`src/rtl/mpu_bus_master.sv`:
```
// Microprocessor-style parallel bus master: one command at a time is turned into
// a SETUP / STROBE / HOLD cycle on an active-low enable/strobe bus.
module mpu_bus_master #(
   parameter int unsigned SETUP_CYCLES  = 1,
   parameter int unsigned STROBE_CYCLES = 2,
   parameter int unsigned HOLD_CYCLES   = 1
) (
   input  logic        clk,
   input  logic        _reset,
   input  logic        cmd_valid,
   output logic        cmd_ready,
   input  logic        cmd_write,
   input  logic [1:0]  cmd_be,
   input  logic [15:0] cmd_addr,
   input  logic [15:0] cmd_wdata,
   output logic        rsp_valid,
   output logic [15:0] rsp_data,
   output logic        busy,
   output logic        _mpu_en,
   output logic        _mpu_rd,
   output logic        _mpu_wr,
   output logic [1:0]  _mpu_be,
   output logic [15:0] mpu_addr,
   output logic [15:0] mpu_data_out,
   input  logic [15:0] mpu_data_in
);

   // Phase counter is loaded with N-1 and counts down to zero within each phase.
   localparam logic [3:0] SETUP_LOAD  = 4'(SETUP_CYCLES - 1);
   localparam logic [3:0] STROBE_LOAD = 4'(STROBE_CYCLES - 1);
   localparam logic [3:0] HOLD_LOAD   = 4'(HOLD_CYCLES - 1);

   typedef enum logic [1:0] {
      IDLE   = 2'd0,
      SETUP  = 2'd1,
      STROBE = 2'd2,
      HOLD   = 2'd3
   } state_t;

   state_t     state;
   logic [3:0] phase_cnt;
   logic       is_write;

   assign cmd_ready = (state == IDLE) & _reset;
   assign busy      = (state != IDLE);

   always_ff @(posedge clk or negedge _reset) begin
      if (!_reset) begin
         state        <= IDLE;
         phase_cnt    <= '0;
         is_write     <= 1'b0;
         _mpu_en      <= 1'b1;
         _mpu_rd      <= 1'b1;
         _mpu_wr      <= 1'b1;
         _mpu_be      <= 2'b11;
         mpu_addr     <= '0;
         mpu_data_out <= '0;
         rsp_valid    <= 1'b0;
         rsp_data     <= '0;
      end else begin
         rsp_valid <= 1'b0;
         case (state)
            IDLE: begin
               if (cmd_valid) begin
                  state        <= SETUP;
                  phase_cnt    <= SETUP_LOAD;
                  is_write     <= cmd_write;
                  _mpu_en      <= 1'b0;
                  _mpu_be      <= ~cmd_be;
                  mpu_addr     <= cmd_addr;
                  mpu_data_out <= cmd_write ? cmd_wdata : 16'h0000;
               end
            end
            SETUP: begin
               if (phase_cnt == '0) begin
                  state     <= STROBE;
                  phase_cnt <= STROBE_LOAD;
                  if (is_write) _mpu_wr <= 1'b0;
                  else          _mpu_rd <= 1'b0;
               end else begin
                  phase_cnt <= phase_cnt - 4'd1;
               end
            end
            STROBE: begin
               if (phase_cnt == '0) begin
                  state     <= HOLD;
                  phase_cnt <= HOLD_LOAD;
                  _mpu_rd   <= 1'b1;
                  _mpu_wr   <= 1'b1;
                  // Read data is taken on the edge that releases the strobe.
                  if (!is_write) begin
                     rsp_data  <= mpu_data_in;
                     rsp_valid <= 1'b1;
                  end
               end else begin
                  phase_cnt <= phase_cnt - 4'd1;
               end
            end
            HOLD: begin
               if (phase_cnt == '0) begin
                  state        <= IDLE;
                  phase_cnt    <= '0;
                  _mpu_en      <= 1'b1;
                  _mpu_be      <= 2'b11;
                  mpu_data_out <= '0;
               end else begin
                  phase_cnt <= phase_cnt - 4'd1;
               end
            end
            default: state <= IDLE;
         endcase
      end
   end

endmodule

```
`config.mk`:
```
export PLATFORM = sky130hd
export DESIGN_NAME = mpu_bus_master
export DESIGN_NICKNAME = d
export VERILOG_FILES = /design/src/rtl/mpu_bus_master.sv
export SDC_FILE = /design/constraint.sdc
export NUM_CORES = 1
export LEC_CHECK = 0
export ABC_CLOCK_PERIOD_IN_PS = 2900
export BUFFER_PORTS_ARGS = -buffer_cell sky130_fd_sc_hd__clkbuf_2
export CAP_MARGIN = 5
export CORE_AREA = 2 2 102 104
export CTS_BUF_LIST = sky130_fd_sc_hd__clkbuf_16
export DETAILED_ROUTE_END_ITERATION = 8
export DIE_AREA = 0 0 104 106
export HOLD_SLACK_MARGIN = 0.03
export PLACE_DENSITY = 0.48
export SYNTH_ARGS = -nofsm -noshare
export SYNTH_HDL_FRONTEND = slang
export SYNTH_SLANG_ARGS = --single-unit
```
`constraint.sdc`:
```
create_clock -name clk -period 2.9 [get_ports clk]
set_clock_uncertainty 0.2 [all_clocks]
set_input_delay 0.29 -clock clk [delete_from_list [all_inputs] [get_ports clk]]
set_output_delay 0.29 -clock clk [all_outputs]
set_load 0.01 [all_outputs]
```
==> results.sh <==
export IMPL_grt_usage_pct=11.8
export IMPL_rows=37
export IMPL_portBuffers=109
export IMPL_syn_num_nets=236
export IMPL_h_tree_depth=3
export IMPL_cts_setup_buffers=0
export IMPL_hpwl_mm=4.05
export IMPL_cts_buffers_inserted=9
export IMPL_hold_start="cmd_be[1]"
export IMPL_finalNetCount=403
export IMPL_drc=0
export IMPL_gp_congestion=0.755
export IMPL_cts_root_buf="clkbuf_16"
export IMPL_die_x_um=104
export IMPL_clock_path_buffers=2
export IMPL_path_delay_family="compound AO/OA/AOI/OAI gates"
export IMPL_worstHoldPathCells=4
export IMPL_tightest_slew_ps=1230
export IMPL_met3_usage_pct=3.43
export IMPL_synth_flop_cell="dfrtp_1"
export IMPL_critPathBufInv=0
export IMPL_drt_iter0_markers=48
export IMPL_reg2regPathDepth=4
export IMPL_min_path_type="in2reg"
export IMPL_pin_count=110
export IMPL_startpoint_type="flop"
export IMPL_cts_tree="built"
export IMPL_post_cts_resized=0
export IMPL_antenna_left=0
export IMPL_critPathMaxFanout=16
export IMPL_finalCritPeriodShare_pct=86.8
export IMPL_totalWireLength_mm=6.26
export IMPL_antenna_found_initial=0
export IMPL_synthArstFlopShare_pct=100
export IMPL_status="completed"
export IMPL_r2r_slack_ps=380
export IMPL_synth_top_area_cell="dfrtp_1"
export IMPL_leakagePower_nw=2.01
export IMPL_hold_viol=0
export IMPL_dp_slack_ps=367
export IMPL_cts_num_sinks=61
export IMPL_worstSetupEndpointType="flop"
export IMPL_drv_cap=0
export IMPL_rr_endpoint="mpu_data_out[12]"
export IMPL_hold_buffers=50
export IMPL_grt_pass1_vias=2128
export IMPL_final_setup_viol_count=0
export IMPL_peakVddDrop_v=0.000371
export IMPL_grt_pass1_wl_mm=10.3
export IMPL_grt_max_degree=62
export IMPL_use_met1_pct=14.2
export IMPL_syn_area_um2=2540
export IMPL_ys_seq_area_share_pct=60.4
export IMPL_hold_path_end="_mpu_be[1]"
export IMPL_dieArea_um2=11000
export IMPL_maxSlewHeadroom_pct=17.3
export IMPL_synth_edff_count=0
export IMPL_critPathMaxStageDelay_ps=950
export IMPL_start_util_pct=25.4
export IMPL_grt_setup_unrepaired="false"
export IMPL_crit_chain="ha_1 -> and4bb_2 -> o21ai_1 -> a22o_1"
export IMPL_synth_cell_type_count=32
export IMPL_yosysWarnings=0
export IMPL_vias=2041
export IMPL_areaGrowthSynthToFinish_pct=59.6
export IMPL_critPathKind="reg2reg"
export IMPL_clk_latency_ps=320
export IMPL_final_hold_worst_slack_ps=49.1
export IMPL_layout_common_cells="109 x clkbuf_2, 56 x dfrtp_1, 50 x dlygate4sd3_1"
export IMPL_die_h_um=106
export IMPL_total_power_mw=4.42
export IMPL_core_um2=10000
export IMPL_drive_above_1_share_pct=49.1
export IMPL_gr_max_usage_layer="met2"
export IMPL_p_per_area_nw_per_um2=1090
export IMPL_synthTopCellsByArea="dfrtp_1 55%, mux2_2 11%, a22o_1 5.5%"
export IMPL_min_period_ps=2520
export IMPL_synth_seq_cells=61
export IMPL_final_max_slew_violation_count=0
export IMPL_setup_tns_ps=0
export IMPL_vias_per_cell=4.22
export IMPL_critPathRequiredTime_ps=2950
export IMPL_fmax_ghz=0.397
export IMPL_crit_arrival_ps=2560
export IMPL_num_antenna_cells=0
export IMPL_slowest_stage="o21ai_1"
export IMPL_synth_avg_cell_area_um2=14.4
export IMPL_grt_overflow=0
export IMPL_routed_wire_length_per_instance_um=12.9
export IMPL_rr_startpoint="state[0]"
export IMPL_layout_commonest_cell="clkbuf_2"
export IMPL_met2_usage_pct=20.3
export IMPL_clkTransAtPathRegs_ps=50
export IMPL_firstDrtPassIters=4
export IMPL_fin_ws_ps=384
export IMPL_yosysTopAreaCellShare_pct=55.3
export IMPL_synthCells=176
[worst max path at each step]
stage | startpoint | endpoint | slack, ps | depth (start not counted)
finish | state[0] | mpu_data_out[12] | 380 | 4
global route | state[0] | mpu_data_out[12] | 190 | 4
CTS | phase_cnt[0] | rsp_data[7] | 360 | 5
detailed placement | state[0] | mpu_data_out[12] | 370 | 4
global placement | state[0] | mpu_data_out[0] | 410 | 4
floorplan | phase_cnt[0] | rsp_data[0] | 690 | 7
[area by class of cell]
class,instances,area (um^2)
fillers,978,5950
flip-flops and latches,61,1530
repair buffers,163,1080
multi-input cells,101,927
clock buffers,9,225
well taps,136,170
clock inverters,7,90.1
inverters,7,26.3
[power by group]
part	internal, mW	switching (mW)	leakage, nW	total (mW)
clock	0.747	0.382	0.153	1.13
sequential	1.29	0.250	0.747	1.54
combinational	0.913	0.839	1.11	1.75
total	2.95	1.47	2.01	4.42
[Yosys cell counts, types with 3 or more instances]
| cell | count |
|---|---|
| dfrtp_1 | 56 |
| mux2_2 | 25 |
| a22o_1 | 16 |
| mux2_4 | 9 |
| nand2_1 | 8 |
| inv_1 | 7 |
| ha_1 | 6 |
| a21oi_1 | 5 |
| clkbuf_1 | 5 |
| dfstp_2 | 5 |
| o32ai_1 | 4 |
| a2bb2oi_1 | 3 |
| o21ai_0 | 3 |
[sequential cells by signal (all words and copies together) (netlist names)]
| name | count |
|---|---|
| rsp_data | 16 |
| phase_cnt | 4 |
| _mpu_rd | 1 |
| state | 2 |
| mpu_data_out | 16 |
| _mpu_be | 2 |
| mpu_addr | 16 |
| _mpu_en | 1 |
| is_write | 1 |
| rsp_valid | 1 |
| _mpu_wr | 1 |
[metrics by stage]
step | std cells | cell area [um^2] | util, %
after global placement | 418 | 3230 | 32.3
after global routing | 484 | 4050 | 40.5
after CTS | 484 | 4050 | 40.5
after floorplan | 176 | 2540 | -
after detailed placement | 418 | 3230 | 32.3
final | 484 | 4050 | 40.5
[cell families (layout without fill, tap and decap cells)]
logic type                 Yosys count  in the layout  share of synthesized area, %
and+or+nand+nor                     23             23                          5.43
xor gates and xnor gates             2              2                         0.691
DFF                                 61             61                          60.4
AOI/OAI and AO/OA                   34             34                          10.3
buffers and inverters               14            186                          3.01
adders and majority gates            6              6                          2.96
muxes                               36             36                          17.2
[per-layer routing]
layer,wire (um),vias up
met4,25,0
met3,332,2
li1,-,965
met5,0,-
met1,2710,1004
met2,3190,70
[worst register-to-register path, stage by stage (launching register included)]
cell	delay (ps)
dfrtp_1	410
ha_1	310
and4bb_2	300
o21ai_1	950
a22o_1	280
Note: power is estimated with default switching activity, not from simulation.
